## src/rtl/design_variables_pkg.sv

```systemverilog
// Shared types and constants for the score datapath and the max-score tracker.
package design_variables;

  localparam int SCORE_WIDTH_MAX = 16;
  localparam int DRAIN_CYCLES    = 2;

  typedef enum logic [1:0] {
    IDLE  = 2'd0,
    ACCUM = 2'd1,
    DRAIN = 2'd2,
    DONE  = 2'd3
  } tracker_state_t;

  typedef struct packed {
    logic [SCORE_WIDTH_MAX-1:0] score;
    logic [1:0]                 source;
  } cell_result_t;

endpackage

```

## src/rtl/max_score_tracker_lane_max_tree.sv

```systemverilog
// Combinational max-reduction over one beat of lane results; invalid lanes never win,
// ties resolve to the lowest lane index.
module lane_max_tree
  import design_variables::*;
#(
  parameter int N_LANES = 8,
  parameter int IDX_W   = (N_LANES > 1) ? $clog2(N_LANES) : 1
) (
  input  logic [N_LANES-1:0]       lane_vld,
  input  cell_result_t [N_LANES-1:0] lane_res,
  output logic                     best_vld,
  output cell_result_t             best_res,
  output logic [IDX_W-1:0]         best_idx
);

  localparam int LEAVES = 1 << $clog2(N_LANES);
  localparam int NODES  = 2 * LEAVES - 1;

  logic         n_vld [NODES];
  cell_result_t n_res [NODES];
  logic [IDX_W-1:0] n_idx [NODES];

  // Heap layout: node k has children 2k+1 (lower lanes) and 2k+2 (higher lanes).
  always_comb begin
    for (int k = 0; k < NODES; k++) begin
      n_vld[k] = 1'b0;
      n_res[k] = '0;
      n_idx[k] = '0;
    end
    for (int i = 0; i < N_LANES; i++) begin
      n_vld[LEAVES-1+i] = lane_vld[i];
      n_res[LEAVES-1+i] = lane_res[i];
      n_idx[LEAVES-1+i] = IDX_W'(i);
    end
    for (int k = LEAVES - 2; k >= 0; k--) begin
      if (n_vld[2*k+2] && (!n_vld[2*k+1] || (n_res[2*k+2].score > n_res[2*k+1].score))) begin
        n_vld[k] = 1'b1;
        n_res[k] = n_res[2*k+2];
        n_idx[k] = n_idx[2*k+2];
      end else begin
        n_vld[k] = n_vld[2*k+1];
        n_res[k] = n_res[2*k+1];
        n_idx[k] = n_idx[2*k+1];
      end
    end
  end

  assign best_vld = n_vld[0];
  assign best_res = n_res[0];
  assign best_idx = n_idx[0];

endmodule

```

## src/rtl/max_score_tracker.sv

```systemverilog
// Tracks the best local-alignment score over a matrix fill and hands one result to traceback.
// Pipeline: stage 1 registers the per-beat lane winner, stage 2 is the running-best register.
module max_score_tracker
  import design_variables::*;
#(
  parameter int N_LANES = 8,
  parameter int ROW_W   = 10,
  parameter int COL_W   = 10
) (
  input  logic                               clk,
  input  logic                               rst,
  input  logic                               start,
  output logic                               in_ready,
  input  logic                               in_valid,
  input  logic [N_LANES-1:0]                 in_lane_vld,
  input  logic [N_LANES*SCORE_WIDTH_MAX-1:0] in_score,
  input  logic [N_LANES*2-1:0]               in_source,
  input  logic [ROW_W-1:0]                   in_row,
  input  logic [COL_W-1:0]                   in_col,
  input  logic                               in_last,
  output logic                               out_valid,
  input  logic                               out_ready,
  output logic [SCORE_WIDTH_MAX-1:0]         out_score,
  output logic [ROW_W-1:0]                   out_row,
  output logic [COL_W-1:0]                   out_col,
  output logic [1:0]                         out_source,
  output logic                               out_found,
  output logic                               busy
);

  localparam int IDX_W = (N_LANES > 1) ? $clog2(N_LANES) : 1;

  // Handshakes: a transfer happens on a rising edge where valid & ready are both high;
  // valid never depends on ready, and out_valid holds with stable data until taken.

  tracker_state_t state, state_next;
  logic [1:0]     drain_cnt;
  logic           clear;
  logic           accept;

  cell_result_t [N_LANES-1:0] lane_res;
  logic                       tree_vld;
  cell_result_t               tree_res;
  logic [IDX_W-1:0]           tree_idx;

  logic                       s1_vld;
  cell_result_t               s1_res;
  logic [ROW_W-1:0]           s1_row;
  logic [COL_W-1:0]           s1_col;

  logic [SCORE_WIDTH_MAX-1:0] best_score;
  logic [ROW_W-1:0]           best_row;
  logic [COL_W-1:0]           best_col;
  logic [1:0]                 best_src;
  logic                       best_found;

  always_comb begin
    for (int i = 0; i < N_LANES; i++) begin
      lane_res[i].score  = in_score[i*SCORE_WIDTH_MAX +: SCORE_WIDTH_MAX];
      lane_res[i].source = in_source[2*i +: 2];
    end
  end

  lane_max_tree #(.N_LANES(N_LANES), .IDX_W(IDX_W)) u_tree (
    .lane_vld (in_lane_vld),
    .lane_res (lane_res),
    .best_vld (tree_vld),
    .best_res (tree_res),
    .best_idx (tree_idx)
  );

  always_ff @(posedge clk) begin
    if (rst) state <= IDLE;
    else     state <= state_next;
  end

  // A start that lands together with a beat in ACCUM wins: the beat belongs to the aborted matrix.
  always_comb begin
    state_next = state;
    clear      = 1'b0;
    accept     = 1'b0;
    case (state)
      IDLE: begin
        if (start) begin
          state_next = ACCUM;
          clear      = 1'b1;
        end
      end
      ACCUM: begin
        if (start) begin
          clear = 1'b1;
        end else if (in_valid) begin
          accept = 1'b1;
          if (in_last) state_next = DRAIN;
        end
      end
      DRAIN: begin
        if (start) begin
          state_next = ACCUM;
          clear      = 1'b1;
        end else if (drain_cnt == 2'(DRAIN_CYCLES - 1)) begin
          state_next = DONE;
        end
      end
      DONE: begin
        if (out_ready) state_next = IDLE;
      end
      default: state_next = IDLE;
    endcase
  end

  always_ff @(posedge clk) begin
    if (rst || state != DRAIN) drain_cnt <= '0;
    else                       drain_cnt <= drain_cnt + 2'd1;
  end

  always_ff @(posedge clk) begin
    if (rst || clear) begin
      s1_vld <= 1'b0;
      s1_res <= '0;
      s1_row <= '0;
      s1_col <= '0;
    end else begin
      s1_vld <= accept && tree_vld;
      if (accept) begin
        s1_res <= tree_res;
        s1_row <= in_row + ROW_W'(tree_idx);
        s1_col <= in_col - COL_W'(tree_idx);
      end
    end
  end

  // Strict compare against a zero-initialised best: earlier beats keep ties, zero never registers.
  always_ff @(posedge clk) begin
    if (rst || clear) begin
      best_score <= '0;
      best_row   <= '0;
      best_col   <= '0;
      best_src   <= '0;
      best_found <= 1'b0;
    end else if (s1_vld && (s1_res.score > best_score)) begin
      best_score <= s1_res.score;
      best_row   <= s1_row;
      best_col   <= s1_col;
      best_src   <= s1_res.source;
      best_found <= 1'b1;
    end
  end

  assign in_ready   = (state == ACCUM);
  assign out_valid  = (state == DONE);
  assign busy       = (state != IDLE);
  assign out_score  = best_score;
  assign out_row    = best_row;
  assign out_col    = best_col;
  assign out_source = best_src;
  assign out_found  = best_found;

`ifndef SYNTHESIS
  logic pos_wrap;
  always_comb begin
    pos_wrap = 1'b0;
    for (int i = 0; i < N_LANES; i++) begin
      if (in_lane_vld[i] && ((int'(in_row) + i > (1 << ROW_W) - 1) || (int'(in_col) < i)))
        pos_wrap = 1'b1;
    end
  end

  a_no_pos_wrap: assert property (@(posedge clk) disable iff (rst) accept |-> !pos_wrap)
    else $error("max_score_tracker: lane position wraps around the row/col range");
`endif

endmodule

```

## config.mk

```make
export PLATFORM = sky130hd
export DESIGN_NAME = max_score_tracker
export DESIGN_NICKNAME = d
export VERILOG_FILES = /design/src/rtl/design_variables_pkg.sv /design/src/rtl/max_score_tracker_lane_max_tree.sv /design/src/rtl/max_score_tracker.sv
export SDC_FILE = /design/constraint.sdc
export NUM_CORES = 1
export LEC_CHECK = 0
export ABC_AREA = 1
export ABC_CLOCK_PERIOD_IN_PS = 10700
export CORE_MARGIN = 2
export CORE_UTILIZATION = 45
export CTS_CLUSTER_DIAMETER = 30
export DETAILED_ROUTE_END_ITERATION = 6
export GPL_ROUTABILITY_DRIVEN = 1
export GPL_TIMING_DRIVEN = 1
export PLACE_DENSITY = 0.73
export SLEW_MARGIN = 20
export SYNTH_ARGS = -nofsm -noshare
export SYNTH_HDL_FRONTEND = slang
export SYNTH_SLANG_ARGS = --single-unit
```

## constraint.sdc

```tcl
create_clock -name clk -period 10.7 [get_ports clk]
set_input_delay 2.14 -clock clk [delete_from_list [all_inputs] [get_ports clk]]
set_output_delay 2.14 -clock clk [all_outputs]
set_load 0.1 [all_outputs]
```

==> results.md, run 1 <==
- Hold path depth: 1
- Final WS setup: 1.319 ns
- Leakage power: 0.005803 µW
- Worst Setup Start Kind: input pin
- CTS Sinks: 82
- Clock power share: 0.261
- Worst path arrival time: 9.61 ns
- Synth unique cells: 48
- Power Total: 1270 µW
- GPL Wtd Cong: 1.058
- Horiz. Die Dim: 146.4 µm
- Initial antenna violation count: 3
- First-pass GRT wire length: 46580 µm
- IO buf count: 219
- Critical path type: in -> reg
- Die Y-Extent: 146.4 µm
- Status: complete, no violations
- RSZ-0062 raised after global routing: false
- Setup crit end kind: register
- Tot GR Track Use: 0.2654
- Drc violations: 0
- Layout cells sized above 1: 0.06433
- WHS: 0.4301 ns
- Post-CTS setup buffer count: 0
- Max Root-Sink Buffers: 2
- Vias: 9653
- CTS hold repair buffers: 0
- Largest cells by area after synthesis: ha_1 (19%), dfxtp_1 (18%), nand2_1 (11%), nand3_1 (9.1%), inv_1 (9.0%)
- Critical Path Max Stage Delay: 0.45 ns
- Critical path required time: 10.93 ns
- DIE AREA: 21430 µm²
- Final setup viols: 0
- Final Max Slew Viols: 0
- Peak VDD IR: 0.06702 mV
- Yosys warns: 0
- CTS tree: done
- Avg Cell Area, Syn: 6.489 µm²
- Final WL: 28300 µm
- Cell Area, Synth: 9124 µm²
- Non-Filler Instances: 1873
- Min-delay worst type: reg -> reg
- Sequential area share after synthesis: 0.1799
- Vias in the first global route: 9628
- Wirelength per Cell: 15.11 µm
- Ys flop type: dfxtp_1
- Syn-to-layout area delta: 29.26%
- Max_slew headroom: 0.3141
- Sw frac: 0.3956
- Pwr per Cell Area: 107.7 nW/µm²
- Num ports: 220
- Skew final: 0.006379 ns
- Sw Pwr: 502.6 µW
- Post-DRT Antenna Nets: 0
- Clock Latency Late Sink: 0.34 ns
- Clock transition at path regs: 0.06 ns
- Tightest Pin Transition: 1.026 ns
- Post-synth top cells: nand2_1 (273), inv_1 (219), nand3_1 (165), nor2_1 (139), ha_1 (135)
- Num rows: 52
- Sequential share of power: 0.247
- Pre-CTS setup slack: 0.9980 ns
- Top-count cell post-synth: nand2_1
- DR pass1 iterations: 6
- Most common cell on crit path: nand2_1
- Mapped Nets: 1721
- Initial detailed-routing violation count: 619
- FF+latch count, synth: 82
- NumNets Final: 1911
- P_int: 767.7 µW
- Setup TNS Final: 0 ns
- Tcrit/Tclk final: 0.8767
- Largest net degree at the start of global routing: 52
- Placed cells: 1854
- Yosys top cell by area: ha_1
- Vias/cell: 5.154
- Synthesized instance count: 1406
- MaxCap Viol Count: 0
- Post-route minimum period: 9.381 ns
- Number of CTS-inserted buffers: 9
- Hold Fails Final Rpt: 0
- Initial Utilization: 0.4553
- Clk root buf: clkbuf_16
- CORE AREA: 20040 µm²
- Reg2reg path depth: 11
- Worst Path Max Fanout: 19
- Top cell type's share of synthesized area: 0.1851
- H-tree Lvls: 3
- Slowest-stage cell, CP: clkdlybuf4s50_1
- Share of synthesized flip-flops with an asynchronous set or reset: 0
- DP Wirelength: 24080 µm
- Gate power share: 0.492
- Total gr overflow: 0
- Number of flops mapped to enable cells by yosys: 0
- Peak Freq: 106.6 MHz
- PostCTS Resize Cnt: 0
[metrics by stage]
step | utilization | cell area [µm²]
after floorplan | - | 9124
after global routing | 0.5883 | 11790
final | 0.5885 | 11790
after detailed placement | 0.5709 | 11440
after CTS | 0.5872 | 11770
after global placement | 0.5709 | 11440
[placed cells by master (no fill, tap or decap), drive strengths merged, types with 5 or more instances in the layout]
master / instances
dfxtp: 82
xor2: 8
a21oi: 77
clkdlybuf4s50: 219
nand3b: 33
nand4: 15
nand3: 189
clkbuf: 9
o21ai: 81
inv: 223
nand2: 310
and2: 32
buf: 7
a31oi: 5
nor2: 147
ha: 135
[power groups by stage]
stage          logic, µW  registers [µW]  clock network [µW]
3_5_place_dp         618             320                   0
6_report             625             314                 332
3_3_place_gp         611             320                   0
2_1_floorplan        424             323                   0
4_1_cts              622             314                 336
5_1_grt              706             314                 349
[worst max-delay path, delay by kind of cell]
| kind | cells | cell delay [ns] |
|---|---|---|
| and+or+nand+nor | 33 | 3.74 |
| AOI/OAI and AO/OA | 6 | 1.22 |
| xor gates and xnor gates | 1 | 0.07 |
| buffers and inverters | 8 | 0.89 |
| adders and majority gates | 5 | 1.51 |
[final timing paths]
check,start,endpoint,slack (ns)
max,in_score[47],s1_col[8],1.32
min,drain_cnt[0],drain_cnt[0],0.43
max reg2reg,out_score[3],out_score[7],7.93
min reg2reg,drain_cnt[0],drain_cnt[0],0.43
[metal layers]
metal,global-route usage,part of all wire,vias to the layer above
met5,0,0.00046,-
met2,0.4630,0.47,313
li1,-,-,4954
met1,0.3309,0.44,4319
met3,0.04406,0.062,65
met4,0.09369,0.028,2
[registers in the layout (all words and copies together) (netlist names), 2 cells and up]
signal,count
out_source,2
out_row,10
s1_res,18
s1_col,10
s1_row,10
drain_cnt,2
state,2
out_col,10
out_score,16
[logic make-up after synthesis]
group	Yosys count	share of synthesized area
DFF	82	0.1799
and+or+nand+nor	730	0.3936
adders and majority gates	137	0.1895
xor gates and xnor gates	11	0.01056
AOI/OAI and AO/OA	177	0.1059
buffers and inverters	269	0.1205
[final cells by class]
type / instances / area (µm²)
diodes: 2 / 5.005
multi-input cells: 1055 / 6394
well taps: 270 / 337.8
clock inverters: 7 / 100.1
fillers: 1990 / 8245
clock buffers: 9 / 225.2
inverters: 222 / 833.3
repair buffers: 226 / 2257
flip-flops and latches: 82 / 1642
Note: power is estimated with default switching activity, not from simulation.
==> run 2: changes to the inputs <==
- ABC_AREA: 1 -> 0
- PLACE_DENSITY: 0.73 -> 0.74
==> results.md, run 2 <==
- Status: complete, no violations
- Skew final: 0.007084 ns (+0.0007053 ns)
- DR pass1 iterations: 5 (-1)
- Peak VDD IR: 0.08986 mV (+34%)
- Leakage power: 0.004950 µW (-15%)
- Die Y-Extent: 139.6 µm (-4.6%)
- Min-delay worst type: reg -> reg
- Synthesized instance count: 997 (-29%)
- Tot GR Track Use: 0.2363 (-0.02907)
- Final Max Slew Viols: 0 (unchanged)
- Critical path required time: 10.95 ns (+0.02 ns)
- Worst Setup Start Kind: input pin
- Pwr per Cell Area: 96.51 nW/µm² (-10%)
- GPL Wtd Cong: 0.9504 (-10%)
- Share of synthesized flip-flops with an asynchronous set or reset: 0 (unchanged)
- Slowest-stage cell, CP: or4_1
- First-pass GRT wire length: 37450 µm (-20%)
- H-tree Lvls: 3 (unchanged)
- Wirelength per Cell: 16.24 µm (+7.5%)
- CTS tree: done
- CORE AREA: 18020 µm² (-10%)
- Clk root buf: clkbuf_16
- Critical Path Max Stage Delay: 0.58 ns (+0.13 ns)
- Number of CTS-inserted buffers: 9 (unchanged)
- Vias/cell: 5.460 (+5.9%)
- Total gr overflow: 0 (unchanged)
- Initial Utilization: 0.4590 (+0.003681)
- Tcrit/Tclk final: 0.9267 (+0.04995)
- Reg with most FFs: s1_res
- M2 GR Usage: 0.4218 (-0.04115)
- Met3 GRT Util: 0.03648 (-0.007586)
- Peak Freq: 100.9 MHz (-5.4%)
- Horiz. Die Dim: 139.6 µm (-4.6%)
- FF+latch count, synth: 82 (unchanged)
- Post-DRT Antenna Nets: 0 (unchanged)
- Yosys warns: 0 (unchanged)
- Final WS setup: 0.7847 ns (-0.5344 ns)
- CTS hold repair buffers: 0 (unchanged)
- Tightest Pin Transition: 1.030 ns (+0.004737 ns)
- Largest net degree at the start of global routing: 59 (+13%)
- Layout cells sized above 1: 0.08340 (+0.01907)
- Most used routing layer: met2
- Most common cell on crit path: ha_1
- DP Wirelength: 19730 µm (-18%)
- RSZ-0062 raised after global routing: false
- Sequential area share after synthesis: 0.1984 (+0.01850)
- Avg Cell Area, Syn: 8.298 µm² (+28%)
- Clock Latency Late Sink: 0.34 ns (about the same)
- Initial antenna violation count: 0 (-3)
- Top cell type's share of synthesized area: 0.2042 (+0.01904)
- CTS Sinks: 82 (unchanged)
- Syn-to-layout area delta: 33.09%
- Num rows: 49 (-5.8%)
- Antenna Cells: 0 (-2)
- Vias in the first global route: 7737 (-20%)
- Top-count cell post-synth: ha_1
- Number of flip-flops in the largest register: 18 (unchanged)
- Setup TNS Final: 0 ns (unchanged)
- Commonest non-fill, non-tap cells in the layout: clkdlybuf4s50_1 (219), ha_1 (135), inv_1 (127)
- Mapped Nets: 1312 (-24%)
- Initial detailed-routing violation count: 337 (-46%)
- Vias: 7862 (-19%)
- NumNets Final: 1521 (-20%)
- Cell Area, Synth: 8273 µm² (-9.3%)
- Drc violations: 0 (unchanged)
- Final WL: 23390 µm (-17%)
- Yosys top cell by area: ha_1
- Setup crit end kind: register
- Worst path arrival time: 10.17 ns (+0.56 ns)
- Largest cells by area after synthesis: ha_1 (20%), dfxtp_1 (20%), mux2i_1 (13%), inv_1 (5.8%), nor2_1 (4.9%)
- Post-route minimum period: 9.915 ns (+0.5344 ns)
- Pre-CTS setup slack: 0.3916 ns (-0.6065 ns)
- Number of flops mapped to enable cells by yosys: 0 (unchanged)
- Post-Layout Inst Area: 11010 µm² (-6.6%)
- Post-synth top cells: ha_1 (135), inv_1 (127), nor2_1 (109), mux2i_1 (107), dfxtp_1 (82)
- IO buf count: 219 (unchanged)
- DIE AREA: 19490 µm² (-9.1%)
- Worst Path Max Fanout: 12 (-7)
- Ys flop type: dfxtp_1
- Final setup viols: 0 (unchanged)
- GRT met1 Usage: 0.2878 (-0.04307)
- Most common cell after layout, fill and taps aside: clkdlybuf4s50_1
- Hold Fails Final Rpt: 0 (unchanged)
- Critical path type: in -> reg
- Area after DPL: 10730 µm² (-6.2%)
- MaxCap Viol Count: 0 (unchanged)
- Max_slew headroom: 0.3109 (-0.003168)
- Synth unique cells: 71 (+48%)
- Max Root-Sink Buffers: 2 (unchanged)
- Clock transition at path regs: 0.07 ns (about the same)
- Num ports: 220 (unchanged)
## run 2: cell count changes in the layout (fill, tap and decap cells not counted), sizes merged, moves of 37 or more
| cell | previous run | this run |
|---|---|---|
| o21ai | 81 | 20 |
| nor2 | 147 | 110 |
| mux2i | 0 | 107 |
| a211oi | 1 | 38 |
| inv | 223 | 129 |
| nand2 | 310 | 38 |
| nand3 | 189 | 17 |
## run 2: final cells by class
class	count	area [µm²]
Inverter	127	476.7
Multi-Input combinational cell	748	5992
Tap cell	229	286.5
Clock buffer	9	225.2
Fill cell	1604	7014
Timing Repair Buffer	238	2335
Sequential cell	82	1642
Clock inverter	7	53.80
## run 2: per-layer routing
metal	wire [µm]	vias up	part of all wire
met1	10300	3597	0.44
met4	670	0	0.029
met2	11260	229	0.48
met3	1164	49	0.050
li1	-	3987	-
met5	0	-	0
## run 2: what timing repair did
action | CTS | global route
resized for setup | 0 | 1
endpoints found under the setup margin | 0 | 1
buffers inserted | 0 | 0
## run 2: cell families after synthesis
kind of cell | Yosys count | synth area share
and+or+nand+nor | 283 | 0.1748
AOI/OAI and AO/OA | 186 | 0.1642
buffers and inverters | 167 | 0.08091
adders and majority gates | 137 | 0.2090
muxes | 127 | 0.1567
DFF | 82 | 0.1984
xor gates and xnor gates | 15 | 0.01588
## run 2: critical path, delay by kind of cell
kind	cells	cell delay [ns]
AO/OA/AOI/OAI	10	2.22
AND/OR/NAND/NOR	10	2.49
buffers and inverters	5	0.92
multiplexers	2	0.65
adder cells (fa/ha/maj)	5	1.59
XOR/XNOR	1	0.15
## run 2: power by group
| group | switching (µW) | leakage [µW] | internal, µW | total (µW) |
|---|---|---|---|---|
| clock network | 130 | 0.000128 | 159 | 288 |
| registers | 2.59 | 0.000661 | 308 | 311 |
| logic | 243 | 0.00416 | 221 | 463 |
| total | 375 | 0.00495 | 688 | 1060 |
## run 2: path summary, 6_finish.rpt
check / from / endpoint / slack (ns) / cells after the start
worst max-delay path: in_score[109] / s1_row[8] / 0.78 / 33
worst min-delay path: drain_cnt[0] / drain_cnt[0] / 0.43 / 1
worst max register to register: out_score[1] / out_score[15] / 7.56 / 11
worst min register to register: drain_cnt[0] / drain_cnt[0] / 0.43 / 1
## run 2: metrics by stage
stage                     total power, µW  instances  utilization  hold slack, ns
final                                1063       1440       0.6109          0.4313
after global routing                 1130       1440       0.6109          0.4622
after CTS                            1066       1440       0.6108          0.4395
after detailed placement            778.5       1424       0.5953          0.4311
after global placement              769.9       1424       0.5953          0.4046
after floorplan                     614.5        997            -          0.3963
